===== src/rtl/tow_pkg.sv =====
// Shared types and defaults for the tug-of-war rope controller.
// The state encodings double as winner codes, so winner decodes straight from the state flops.
package tow_pkg;

  typedef enum logic [1:0] {
    ST_PLAY  = 2'b00,
    ST_WIN_L = 2'b01,
    ST_WIN_R = 2'b10
  } state_t;

  localparam logic [1:0] WINNER_NONE  = 2'b00;
  localparam logic [1:0] WINNER_LEFT  = 2'b01;
  localparam logic [1:0] WINNER_RIGHT = 2'b10;

  localparam int DEF_N_LEDS  = 7;
  localparam int DEF_SCORE_W = 4;

endpackage


===== src/rtl/btn_edge_sync.sv =====
// Two-flop synchroniser for an asynchronous button level, plus one history flop
// that turns each press into a single-cycle rising-edge pulse.
module btn_edge_sync (
  input  logic i_clk,
  input  logic i_rst_n,
  input  logic i_btn,
  output logic o_edge
);

  logic r_s1;
  logic r_s2;
  logic r_s3;

  always_ff @(posedge i_clk or negedge i_rst_n) begin
    if (!i_rst_n) begin
      r_s1 <= 1'b0;
      r_s2 <= 1'b0;
      r_s3 <= 1'b0;
    end else begin
      r_s1 <= i_btn;
      r_s2 <= r_s1;
      r_s3 <= r_s2;
    end
  end

  assign o_edge = r_s2 & ~r_s3;

endmodule


===== src/rtl/rope_ctrl.sv =====
// Tug-of-war core: button edges move the lit rope LED; reaching an end latches a winner,
// lights the whole bar and bumps that player's saturating score until clear restarts play.
module rope_ctrl
  import tow_pkg::*;
#(
  parameter int N_LEDS  = DEF_N_LEDS,
  parameter int SCORE_W = DEF_SCORE_W
) (
  input  logic               clk,
  input  logic               rst,
  input  logic               btn_l,
  input  logic               btn_r,
  input  logic               clear,
  output logic [N_LEDS-1:0]  leds,
  output logic               leds_on,
  output logic [1:0]         winner,
  output logic [SCORE_W-1:0] score_l,
  output logic [SCORE_W-1:0] score_r
);

  localparam int POS_W = $clog2(N_LEDS);
  localparam logic [POS_W-1:0] CTR  = POS_W'((N_LEDS - 1) / 2);
  localparam logic [POS_W-1:0] LAST = POS_W'(N_LEDS - 1);

  function automatic logic [SCORE_W-1:0] sat_inc(input logic [SCORE_W-1:0] v);
    return (&v) ? v : v + SCORE_W'(1);
  endfunction

  logic w_edge_l;
  logic w_edge_r;

  btn_edge_sync u_sync_l (
    .i_clk   (clk),
    .i_rst_n (rst),
    .i_btn   (btn_l),
    .o_edge  (w_edge_l)
  );

  btn_edge_sync u_sync_r (
    .i_clk   (clk),
    .i_rst_n (rst),
    .i_btn   (btn_r),
    .o_edge  (w_edge_r)
  );

  state_t             r_state;
  logic [POS_W-1:0]   r_pos;
  logic [SCORE_W-1:0] r_score_l;
  logic [SCORE_W-1:0] r_score_r;

  state_t             w_state_nxt;
  logic [POS_W-1:0]   w_pos_nxt;
  logic               w_inc_l;
  logic               w_inc_r;

  always_ff @(posedge clk or negedge rst) begin
    if (!rst) begin
      r_state   <= ST_PLAY;
      r_pos     <= CTR;
      r_score_l <= '0;
      r_score_r <= '0;
    end else begin
      r_state <= w_state_nxt;
      r_pos   <= w_pos_nxt;
      if (w_inc_l) r_score_l <= sat_inc(r_score_l);
      if (w_inc_r) r_score_r <= sat_inc(r_score_r);
    end
  end

  // clear outranks button edges; simultaneous edges cancel each other out
  always_comb begin
    w_state_nxt = r_state;
    w_pos_nxt   = r_pos;
    w_inc_l     = 1'b0;
    w_inc_r     = 1'b0;
    case (r_state)
      ST_PLAY: begin
        if (clear) begin
          w_pos_nxt = CTR;
        end else if (w_edge_l && !w_edge_r) begin
          w_pos_nxt = r_pos + POS_W'(1);
          if (r_pos + POS_W'(1) == LAST) begin
            w_state_nxt = ST_WIN_L;
            w_inc_l     = 1'b1;
          end
        end else if (w_edge_r && !w_edge_l) begin
          w_pos_nxt = r_pos - POS_W'(1);
          if (r_pos == POS_W'(1)) begin
            w_state_nxt = ST_WIN_R;
            w_inc_r     = 1'b1;
          end
        end
      end
      ST_WIN_L, ST_WIN_R: begin
        if (clear) begin
          w_state_nxt = ST_PLAY;
          w_pos_nxt   = CTR;
        end
      end
      default: begin
        w_state_nxt = ST_PLAY;
        w_pos_nxt   = CTR;
      end
    endcase
  end

  always_comb begin
    leds    = (r_state == ST_PLAY) ? (N_LEDS'(1) << r_pos) : {N_LEDS{1'b1}};
    leds_on = (r_state != ST_PLAY);
    case (r_state)
      ST_WIN_L: winner = WINNER_LEFT;
      ST_WIN_R: winner = WINNER_RIGHT;
      default:  winner = WINNER_NONE;
    endcase
  end

  assign score_l = r_score_l;
  assign score_r = r_score_r;

endmodule


===== config.mk =====
export PLATFORM = sky130hd
export DESIGN_NAME = rope_ctrl
export DESIGN_NICKNAME = d
export VERILOG_FILES = /design/src/rtl/tow_pkg.sv /design/src/rtl/btn_edge_sync.sv /design/src/rtl/rope_ctrl.sv
export SDC_FILE = /design/constraint.sdc
export NUM_CORES = 1
export LEC_CHECK = 0
export ABC_AREA = 1
export BUFFER_PORTS_ARGS = -buffer_cell sky130_fd_sc_hd__buf_2
export CORE_UTILIZATION = 55
export DETAILED_ROUTE_END_ITERATION = 6
export GPL_TIMING_DRIVEN = 0
export PLACE_DENSITY_LB_ADDON = 0.3
export SLEW_MARGIN = 10
export SYNTH_ARGS = -nofsm -noshare
export SYNTH_HDL_FRONTEND = slang
export SYNTH_SLANG_ARGS = --single-unit

===== constraint.sdc =====
create_clock -name clk -period 3.5 [get_ports clk]
set_input_delay 0.35 -clock clk [delete_from_list [all_inputs] [get_ports clk]]
set_output_delay 0.35 -clock clk [all_outputs]
set_load 0.005 [all_outputs]

==> metrics.txt <==
outcome=complete, no violations; startpoint types=flop; RSZ-0062 raised after global routing=false; Core Footprint=0.00204 mm²; reg2reg path depth=8; slew margin rel.=between 70 and 80%; Post-synth top cells=nand2_1 (51), dfrtp_1 (17), inv_1 (17); Critical Path Fanout Max=4; Max IR drop VDD=0.419 mV; synth unique cells=25; TritonRoute pass-1 iters=4; Slew @ Worst Pin=roughly 410 ps; sequential share of the synthesized area=between 30% and 40%; Clk pin slew, worst setup/hold paths=110 ps; Post-synth EDFFs=0; layout cell share with drive strength beyond 1=26.1%; area share of the largest cell type after synthesis=approximately a third; Seq pwr share=34.1%; LEAKAGE=0.803 nW; clock network power share=11.4%; Max Fclk=around 540 MHz; crit path time final=1860 ps; clk buf depth=2; P_int=548 µW; drt wl/cell=9.90 µm; Routed Antenna Nets=0; antenna fix cells=0; R2R Path Start=r_pos[0]; Total GRT Usage=19.0%; CTS tree=built; syn avg cell area=roughly 8.3 µm²; WP data arrival=1510 ps; initial drt markers=20; final setup fails=0; number of global-route vias before repair=approximately 880; initial antenna violation count=0; Post-synth top flop=dfrtp_1; FF+latch count, synth=19; # rows=16; HPWL Detailed=approximately 1600 µm; mapped cell area=0.00123 mm²; Logic pwr share=54.5%; Die W=around 49 µm; post_cts resized=0; gpl congestion=0.894; net switching power=around 430 µW; most frequent cell after synthesis=nand2_1; post-CTS setup buffers=0; final-report max-slew violation count=0; initial core utilization=60.4%; post-synthesis async set-or-reset flop share=100%; reg-to-reg slack, setup=1790 ps; Die Height=49.4 µm; DIE AREA=between 0.002 and 0.0025 mm²; DRC viols=0; PD cells=687 mW/mm²; routed via count=998; clock skew=2.20 ps; Req. time, crit path=about 3200 ps; Final Total Pwr=974 µW; switching part of the total=43.8%; Ports=23; clk_lat worst skew=approximately 290 ps; largest net degree at the start of global routing=20; Hold WC Path Type=input pin to flop; # port buffers=22; Post-Syn Instances=149; nets=a little under 200; gr ovfl total=0; htree depth=1; first-pass GRT wire length=3490 µm; Critical Path End Type=output pin; Post-Route Setup TNS=0 ps; area grow syn2layout=14.9%; crit path launch=r_state[0]; FF-to-FF End=score_l[0]; Worst Setup EP=leds[3]; maxcap violations=0; final hold violation count=0; CTS Buf Count=3; Clock Sinks=19; Root Buffer=clkbuf_4; Syn. warnings=0; routed wire length=2010 µm; post-synth top area cell=dfrtp_1; WS Path Type=flop to output pin; vias per cell=slightly below 5; Synth area leaders=dfrtp_1 (34%), nand2_1 (16%), ha_1 (14%); post-synthesis net count=between 150 and 200; final critical-path share of the clock period=53.1%; CTS hold repair buffers=1
cells in the final DEF (no fill, tap or decap), types with 3 or more instances in the layout:
cell type	count
a21oi_1	3
nand2_1	51
o21ai_0	4
buf_2	22
nand3_1	6
ha_1	14
nor2_1	8
clkbuf_4	3
dfrtp_1	17
inv_2	5
inv_1	17
through the flow:
| step | utilization, % | hold slack (ps) | cells | cell area (µm²) | worst slack [ps] |
|---|---|---|---|---|---|
| finish | 69.4 | 154 | 203 | 1420 | 1640 |
| global route | 69.4 | 127 | 203 | 1420 | 1530 |
| CTS | 69.4 | 144 | 203 | 1420 | 1620 |
| detailed placement | 67.5 | 304 | 198 | 1380 | 1800 |
| global placement | 67.5 | 296 | 198 | 1380 | 1820 |
| floorplan | - | 54.4 | 149 | 1230 | 1970 |
how the worst min path moves through the flow:
stage,start,end,slack (ps),depth (start not counted)
final,btn_l,u_sync_l.r_s1,150,1
after global routing,btn_l,u_sync_l.r_s1,130,1
after CTS,btn_l,u_sync_l.r_s1,140,1
after detailed placement,rst,u_sync_r.r_s1,300,1
after global placement,rst,score_l[1],300,1
after floorplan,rst,r_pos[2],50,0
registers in the layout (all words and copies together), names as in the netlist:
name and count:
u_sync_l.r_s2 1, u_sync_l.r_s3 1, u_sync_r.r_s3 1, u_sync_l.r_s1 1, u_sync_r.r_s2 1, r_pos 3, u_sync_r.r_s1 1, score_l 4
score_r 4, r_state 2
kinds of logic after synthesis:
group | count (synthesis) | synth area share (%)
buffers and inverters | 23 | 7.61
flip-flops | 19 | 38.7
AO/OA/AOI/OAI | 11 | 5.68
AND/OR/NAND/NOR | 78 | 30.9
adder cells (fa/ha/maj) | 14 | 14.2
XOR/XNOR | 4 | 2.84
area by class of cell:
type,count,area (µm²)
flip-flops and latches,19,478
clock inverters,1,7.51
clock buffers,3,22.5
plain buffers,1,11.3
multi-input cells,107,662
fillers,177,624
inverters,22,82.6
repair buffers,23,120
well taps,27,33.8
per-layer routing:
metal / track usage, % / wire, µm / vias to the layer above
met3: 3.12 / 65 / 4
met4: 8.82 / 29 / 0
met5: 0 / 0 / -
met2: 34.0 / 996 / 22
li1: - / - / 511
met1: 21.9 / 919 / 461
power groups by stage:
stage	registers [mW]	logic, mW	clock network [mW]
after floorplan	0.327	0.377	0
after detailed placement	0.337	0.533	0
after global placement	0.333	0.516	0
after global routing	0.342	0.613	0.125
final	0.332	0.531	0.111
after CTS	0.333	0.536	0.115
critical path, stage by stage (launching register included):
cell	delay (ps)
dfrtp_1	410
inv_1	90
ha_1	220
inv_1	100
or2_2	270
buf_2	130
Note: power is estimated with default switching activity, not from simulation.
